### src/rtl/cache_cu_pkg.sv
// Shared types and width helpers for the data-cache control unit.
package cache_cu_pkg;

  typedef enum logic [3:0] {
    IDLE,
    WB,
    FILL,
    SNP_WB,
    FL_CHK,
    FL_WB,
    FL_SNP,
    FL_NEXT,
    HALT
  } dcache_state_t;

  // Width of the word-within-block index (block size is a power of two, >= 2).
  function automatic int widx_w(input int words_per_blk);
    return $clog2(words_per_blk);
  endfunction

  // Width of the flush line index; one extra bit so the index can reach SETS*WAYS.
  function automatic int fidx_w(input int sets, input int ways);
    return $clog2(sets * ways) + 1;
  endfunction

endpackage

### src/rtl/burst_word_ctr.sv
// Word offset counter for multi-word bus bursts. Advances on each accepted
// word, wraps to zero after the last word of the block.
module burst_word_ctr
  import cache_cu_pkg::*;
#(
  parameter int WORDS_PER_BLK = 2
) (
  input  logic                             CLK,
  input  logic                             nRST,
  input  logic                             en,
  input  logic                             clr,
  output logic [widx_w(WORDS_PER_BLK)-1:0] word_idx,
  output logic                             last
);

  localparam int                WIDX_W   = widx_w(WORDS_PER_BLK);
  localparam logic [WIDX_W-1:0] LAST_IDX = WIDX_W'(WORDS_PER_BLK - 1);

  logic [WIDX_W-1:0] word_idx_q, word_idx_d;

  assign last     = en & (word_idx_q == LAST_IDX);
  assign word_idx = word_idx_q;

  // Next word offset: clear outside bursts, advance on accepted words.
  always_comb begin
    // NOTE: default assigned first so every path drives word_idx_d and no latch is inferred.
    word_idx_d = word_idx_q;
    if (clr) begin
      word_idx_d = '0;
    end else if (en) begin
      word_idx_d = last ? '0 : word_idx_q + 1'b1;
    end
  end

  // Counter register with synchronous active-low reset.
  always_ff @(posedge CLK) begin
    // NOTE: non-blocking assignments keep all flops updating from pre-edge values.
    if (!nRST) begin
      word_idx_q <= '0;
    end else begin
      word_idx_q <= word_idx_d;
    end
  end

endmodule

### src/rtl/dcache_ctrl_burst.sv
// Data-cache control FSM: victim writeback, line fill, snoop writeback and
// end-of-program flush walk over every {set,way} line.
module dcache_ctrl_burst
  import cache_cu_pkg::*;
#(
  parameter int WORDS_PER_BLK = 2,
  parameter int SETS          = 8,
  parameter int WAYS          = 2
) (
  input  logic                             CLK,
  input  logic                             nRST,
  input  logic                             dmemREN,
  input  logic                             dmemWEN,
  input  logic                             dhit,
  input  logic                             dirty,
  input  logic                             flush,
  input  logic                             dwait,
  input  logic                             ccwait,
  input  logic                             ccwrite,
  output logic                             dREN,
  output logic                             dWEN,
  output logic [widx_w(WORDS_PER_BLK)-1:0] word_idx,
  output logic                             fill_we,
  output logic                             line_clr,
  output logic [fidx_w(SETS, WAYS)-1:0]    flush_idx,
  output logic                             flushing,
  output logic                             halt,
  output logic                             busy
);

  localparam int                FIDX_W  = fidx_w(SETS, WAYS);
  localparam logic [FIDX_W-1:0] N_LINES = FIDX_W'(SETS * WAYS);

  dcache_state_t     state_q, state_d;
  logic [FIDX_W-1:0] flush_idx_q, flush_idx_d;
  logic              line_clr_q, line_clr_d;

  logic miss, snoop, in_burst, word_en, word_clr, word_last;

  assign miss     = (dmemREN | dmemWEN) & ~dhit;
  assign snoop    = ccwait & ccwrite;
  assign in_burst = state_q inside {WB, FILL, SNP_WB, FL_WB, FL_SNP};
  assign word_en  = in_burst & ~dwait;
  assign word_clr = ~in_burst;

  burst_word_ctr #(
    .WORDS_PER_BLK(WORDS_PER_BLK)
  ) u_word_ctr (
    .CLK     (CLK),
    .nRST    (nRST),
    .en      (word_en),
    .clr     (word_clr),
    .word_idx(word_idx),
    .last    (word_last)
  );

  // Next-state, flush index and line-clear pulse. A snoop arriving mid-burst
  // waits: the bus is ours until the burst completes.
  always_comb begin
    state_d     = state_q;
    flush_idx_d = flush_idx_q;
    line_clr_d  = 1'b0;
    unique case (state_q)
      IDLE: begin
        if (snoop) begin
          if (dirty) state_d = SNP_WB;
          else       line_clr_d = 1'b1;
        end else if (miss & ~ccwait) begin
          if (dirty) state_d = WB;
          else       state_d = FILL;
        end else if (flush) begin
          state_d = FL_CHK;
        end
      end
      WB: if (word_last) begin
        state_d    = FILL;
        line_clr_d = 1'b1;
      end
      FILL: if (word_last) state_d = IDLE;
      SNP_WB: if (word_last) begin
        state_d    = IDLE;
        line_clr_d = 1'b1;
      end
      FL_CHK: begin
        if (flush_idx_q == N_LINES) state_d = HALT;
        else if (snoop)             state_d = FL_SNP;
        else if (dirty)             state_d = FL_WB;
        else                        state_d = FL_NEXT;
      end
      FL_WB: if (word_last) begin
        state_d    = FL_NEXT;
        line_clr_d = 1'b1;
      end
      FL_SNP: if (word_last) begin
        state_d    = FL_CHK;
        line_clr_d = 1'b1;
      end
      FL_NEXT: begin
        flush_idx_d = flush_idx_q + 1'b1;
        state_d     = FL_CHK;
      end
      HALT:    state_d = HALT;
      default: state_d = IDLE;
    endcase
  end

  // State register; reset aborts any burst without a line clear.
  always_ff @(posedge CLK) begin
    if (!nRST) begin
      state_q     <= IDLE;
      flush_idx_q <= '0;
      line_clr_q  <= 1'b0;
    end else begin
      state_q     <= state_d;
      flush_idx_q <= flush_idx_d;
      line_clr_q  <= line_clr_d;
    end
  end

  // Moore outputs from registered state; only fill_we also looks at dwait.
  assign dREN      = (state_q == FILL);
  assign dWEN      = state_q inside {WB, SNP_WB, FL_WB, FL_SNP};
  assign fill_we   = (state_q == FILL) & ~dwait;
  assign line_clr  = line_clr_q;
  assign flush_idx = flush_idx_q;
  assign flushing  = state_q inside {FL_CHK, FL_WB, FL_SNP, FL_NEXT};
  assign halt      = (state_q == HALT);
  assign busy      = (state_q != IDLE) && (state_q != HALT);

endmodule
### config.mk
export PLATFORM = sky130hd
export DESIGN_NAME = dcache_ctrl_burst
export DESIGN_NICKNAME = d
export VERILOG_FILES = /design/src/rtl/cache_cu_pkg.sv /design/src/rtl/burst_word_ctr.sv /design/src/rtl/dcache_ctrl_burst.sv
export SDC_FILE = /design/constraint.sdc
export NUM_CORES = 1
export LEC_CHECK = 0
export CORE_UTILIZATION = 40
export CTS_BUF_LIST = sky130_fd_sc_hd__clkbuf_16
export CTS_CLUSTER_SIZE = 24
export DETAILED_ROUTE_END_ITERATION = 12
export PLACE_DENSITY_LB_ADDON = 0.08
export SETUP_SLACK_MARGIN = 0.05
export SYNTH_ARGS = -nofsm -noshare
export SYNTH_HDL_FRONTEND = slang
export SYNTH_SLANG_ARGS = --single-unit
### constraint.sdc
create_clock -name CLK -period 1.3 [get_ports CLK]
set_clock_uncertainty 0.05 [all_clocks]
set_input_delay 0.39 -clock CLK [delete_from_list [all_inputs] [get_ports CLK]]
set_output_delay 0.39 -clock CLK [all_outputs]
set_load 0.02 [all_outputs]
==> results of run 1 <==
## cells by family after synthesis
family | after synthesis
adders and majority gates | 2
DFF | 11
and+or+nand+nor | 41
buffers and inverters | 10
muxes | 1
xor gates and xnor gates | 5
AOI/OAI and AO/OA | 16
## cell usage after synthesis (all sizes together), types with 2 or more instances
cell | count | share of area
dfxtp | 11 | 0.31
nand2 | 8 | 0.042
nor2 | 7 | 0.040
and2 | 5 | 0.044
inv | 5 | 0.026
o21ai | 5 | 0.035
buf | 4 | 0.052
nor3 | 4 | 0.028
xnor2 | 4 | 0.049
and3 | 3 | 0.033
nand4 | 3 | 0.026
a211oi | 2 | 0.021
a21oi | 2 | 0.019
ha | 2 | 0.035
nor2b | 2 | 0.028
o31ai | 2 | 0.028
or3 | 2 | 0.024
## metrics by stage
stage	std cells	util	setup TNS (ps)
after detailed placement	154	0.7810	-8102
after global placement	154	0.7810	-7862
after floorplan	86	-	-942.1
==> key figures, run 1 <==
Run status
  • Status: did not finish
  • Stopped at: clock tree synthesis (4_1_cts)
  • Tool error: [ERROR DPL-0033] detailed placement checks failed during check placement.

Die
  • Boundary pin count: 23
  • Starting density of the core: 0.4498
  • Chip width: 44.34 um
  • Cell row count: 14
  • Die height: 44.34 um

Yosys
  • Synth Area in Adders: 0.03490
  • Synth unique cells: 39
  • Mapped cell area: 716.9 sq um
  • Post-synthesis async set-or-reset flop share: 0
  • Mean Syn Cell Area: 8.336 sq um
  • Syn nets: 98
  • Ys flop type: dfxtp_1
  • Largest family of logic cells by synthesized area: simple AND/OR/NAND/NOR gates
  • Complex-gate fraction of the synthesized area: 0.1658
  • Yosys warns: 0
  • EDFF count, synth: 0
  • Post-synthesis register bit count: 11
  • Synth Area in Simple Gates: 0.3333
  • Mux share of post-synthesis cell area: 0.01396
  • Gate Count Post-Synth: 86
  • Sequential fraction of the synthesis area: 0.3072
  • Synth Area in XOR/XNOR: 0.06108

Clock tree
  • Number of H-tree levels: 1
  • Gates resized, CTS repair: 112
  • CTS sink cnt: 11
  • CTS max path bufs: 2
  • Root Driver: clkbuf_16
  • Hold Buf Count CTS: 0
  • Setup Buffers After CTS: 14
  • CTS Buf Count: 3

Placement
  • Post-DP HPWL: 1.509 mm
  • Placed Area: 1245 sq um
  • IO buf count: 22
  • GP Congestion: 0.8036
  • Dpl ws: -756.4 ps
==> inputs of run 2 (changes only) <==
==> config.mk (replaced) <==
export PLATFORM = sky130hd
export DESIGN_NAME = dcache_ctrl_burst
export DESIGN_NICKNAME = d
export VERILOG_FILES = /design/src/rtl/cache_cu_pkg.sv /design/src/rtl/burst_word_ctr.sv /design/src/rtl/dcache_ctrl_burst.sv
export SDC_FILE = /design/constraint.sdc
export NUM_CORES = 1
export LEC_CHECK = 0
export CORE_AREA = 2 2 63 65
export DETAILED_ROUTE_END_ITERATION = 12
export DIE_AREA = 0 0 65 67
export PLACE_DENSITY_LB_ADDON = 0.15
export SYNTH_ARGS = -nofsm -noshare
export SYNTH_HDL_FRONTEND = slang
export SYNTH_SLANG_ARGS = --single-unit
==> constraint.sdc (replaced) <==
create_clock -name CLK -period 1.69 [get_ports CLK]
set_clock_uncertainty 0.05 [all_clocks]
set_input_delay 0.507 -clock CLK [delete_from_list [all_inputs] [get_ports CLK]]
set_output_delay 0.507 -clock CLK [all_outputs]
set_load 0.02 [all_outputs]
==> run 2 against run 1 <==
Net effect: the flow now finishes, with violations (negative setup slack); area after synthesis unchanged; synthesized cell count stayed put.
==> key figures, run 2 <==
Worst setup path
  • Critical path buffers and inverters: 1
  • Maximum net fanout on the critical path: 5
  • Crit-path cells: or3_4, nor2_4, buf_6
  • CP Capture Type: output port
  • CP Data Arrival Time: 1220 ps
  • Critical Path Start Type: flip-flop
  • Critical path required time: 1130 ps
  • CP max stage delay: 410 ps
  • Delay-heaviest family, CP: simple AND/OR/NAND/NOR gates
  • Worst path slowest cell: or3_4
  • CP Class: flip-flop to output port

Die
  • Die height: 67 um
  • Core ar.: 3606 sq um
  • Boundary pin count: 23
  • Die area: 4355 sq um
  • Cell row count: 22
  • Starting density of the core: 0.1988
  • Chip width: 65 um

Yosys
  • Largest cells by area after synthesis: dfxtp_1, xnor2_1, and2_1, nand2_1, ha_1
  • Most used standard cell by instance count after synthesis: dfxtp_1
  • Mapped cell area: 716.9 sq um
  • Yosys top cell by area: dfxtp_1
  • EDFF count, synth: 0
  • Gate Count Post-Synth: 86
  • Post-synthesis register bit count: 11
  • Post-synthesis async set-or-reset flop share: 0
  • Ys flop type: dfxtp_1
  • Synth unique cells: 39
  • Sequential fraction of the synthesis area: 0.3072
  • Area share of the largest cell type after synthesis: 0.3072
  • Mean Syn Cell Area: 8.336 sq um
  • Most frequent cells after synthesis: dfxtp_1, nand2_1, nor2_1
  • Syn nets: 98
  • Yosys warns: 0

Cells and area
  • Ant diodes: 0
  • Fraction of layout cells with a size suffix above 1: 0.4403
  • Max reg flops: 5
  • Final Instance Area: 1306 sq um
  • Fin nets: 147
  • Highest-count cells in the layout ignoring fill and taps: buf_4, dlygate4sd2_1, nand2_1, dfxtp_1
  • Most common cell after layout, fill and taps aside: buf_4
  • Synth-to-Final Area Change: 82.20%

Clock tree
  • CTS sink cnt: 11
  • Number of H-tree levels: 1
  • CTS Buf Count: 3
  • CTS max path bufs: 2
  • Worst skew pair latency: 240 ps
  • Root Driver: clkbuf_8
  • Clk slew on worst S/H paths: 60 ps
  • Hold Buf Count CTS: 0
  • TritonCTS clock tree: done

Drt
  • # DRC: 0
  • Initial detailed-routing violation count: 24
  • Vias post-DR: 776
  • WL final: 2.012 mm
  • Via density: 4.264
  • ANT nets after route: 0
  • WL/cell: 11.05 um
  • Pre-antenna DRT Iters: 4

Timing
  • Maximum clock rate: 563.4 MHz
  • Final setup viols: 4
  • Final Hold Viols: 0
  • Worst rel slew slack: 0.8500
  • Tightest Pin Transition: 222.7 ps
  • Setup slack after layout: -84.82 ps
  • Fin. max-slew vios: 0
  • RSZ-0062 raised after global routing: true
  • Final Cycle Share: 1.050
  • Crit path time final: 1775 ps

GRT
  • Pin count of the biggest net entering global routing: 8
  • Gr ovfl total: 0
  • Total GRT Usage: 0.1024
  • First-pass GRT wire length: 3.381 mm
  • Antenna violations before repair: 0
  • Vias in the first global route: 766

Run status
  • Status: finished with violations
  • Failing checks: negative setup slack

Pwr
  • Total internal power: 0.0009618 W
  • Static Leak: 0.5892 nW
  • Switch share: 0.3787
  • P_sw: 0.0005863 W
  • Clock network fraction of total power: 0.177
  • Comb pwr share: 0.583
  • PD cells: 1185 nW/um^2
  • Total Power: 0.001548 W
  • Share of power burned in registers: 0.239
  • VDD IR max: 0.0004444 V

Placement
  • Post-DP HPWL: 1.565 mm
  • IO buf count: 22
  • GP Congestion: 0.8397
  • Placed Area: 1171 sq um

Run
  • Number of max-cap violations: 0

Worst hold path
  • HP Class: flip-flop to flip-flop
[run 2: cell counts after synthesis]
Identical to the previous run, type by type.
[run 2: tightest hold or removal path: stages, from the launching register on]
cell,delay [ps]
dfxtp_1,340
o21ai_0,90
nor2_1,70
[run 2: path summary, 6_finish.rpt]
path	to	cells past startpoint	from	slack, ps
worst max-delay path	halt	3	state_q[2]$_SDFFE_PN0P_	-80
worst min-delay path	u_word_ctr.word_idx$_SDFFE_PN0N_	2	u_word_ctr.word_idx$_SDFFE_PN0N_	490
worst max register to register	flush_idx[4]$_SDFFE_PN0N_	7	state_q[3]$_SDFFE_PN0P_	120
worst min register to register	u_word_ctr.word_idx$_SDFFE_PN0N_	2	u_word_ctr.word_idx$_SDFFE_PN0N_	490
[run 2: stage by stage]
step           std cells  utilization  hold WS (ps)  setup TNS [ps]  setup slack [ps]
6_report             182       0.3622         489.6          -203.2            -84.82
5_1_grt              182       0.3622         577.0          -417.9            -114.4
4_1_cts              181       0.3511         502.2          -254.2            -97.12
3_5_place_dp         175       0.3248         487.7           -3309            -554.7
3_3_place_gp         175       0.3248         473.0           -3398            -558.1
2_1_floorplan         86            -         487.5          -4.166            -4.166
[run 2: logic make-up (layout without fill, tap and decap cells)]
group | count (synthesis) | after routing | share of synthesized area
compound gates | 16 | 16 | 0.1658
xor+xnor | 5 | 5 | 0.06108
fa+ha+maj | 2 | 2 | 0.03490
buf+inv | 10 | 58 | 0.08376
flops | 11 | 11 | 0.3072
mux | 1 | 1 | 0.01396
simple gates | 41 | 41 | 0.3334
[run 2: repair_timing]
item	CTS	global route
resized for setup	59	10
setup buffers	3	2
endpoints found under the setup margin	17	8
pin swaps	9	8
gates cloned	0	0
[run 2: cell type report]
cell class,count,area (sq um)
inverter,5,21.27
sequential,11,232.7
tap,48,60.06
timing repair buffer,49,429.2
clock buffer,4,45.04
multi-input combinational,65,518.0
fill,392,2300
[run 2: power groups by stage]
stage	clock network, W	logic (W)	registers (W)
2_1_floorplan	0	0.000433	0.000345
3_3_place_gp	0	0.000818	0.000356
3_5_place_dp	0	0.000809	0.000354
4_1_cts	0.000281	0.000890	0.000367
5_1_grt	0.000294	0.000981	0.000380
6_report	0.000274	0.000903	0.000371
[run 2: routing by layer]
layer  vias up  GRT usage  routed length (um)
li1        398          -                   -
met1       351     0.1113                 849
met2        23     0.1830                1015
met3         4    0.03041                 103
met4         0    0.04521                  43
met5         -          0                   0
Note: power is estimated with default switching activity, not from simulation.
==> inputs of run 3 (changes only) <==
--- a/config.mk
+++ b/config.mk
@@ -9,6 +9,7 @@
 export DETAILED_ROUTE_END_ITERATION = 12
 export DIE_AREA = 0 0 65 67
 export PLACE_DENSITY_LB_ADDON = 0.15
+export SLEW_MARGIN = 20
 export SYNTH_ARGS = -nofsm -noshare
 export SYNTH_HDL_FRONTEND = slang
 export SYNTH_SLANG_ARGS = --single-unit
==> results of run 3 <==
The final DEF is identical to that of run 2; final timing and power are the same.
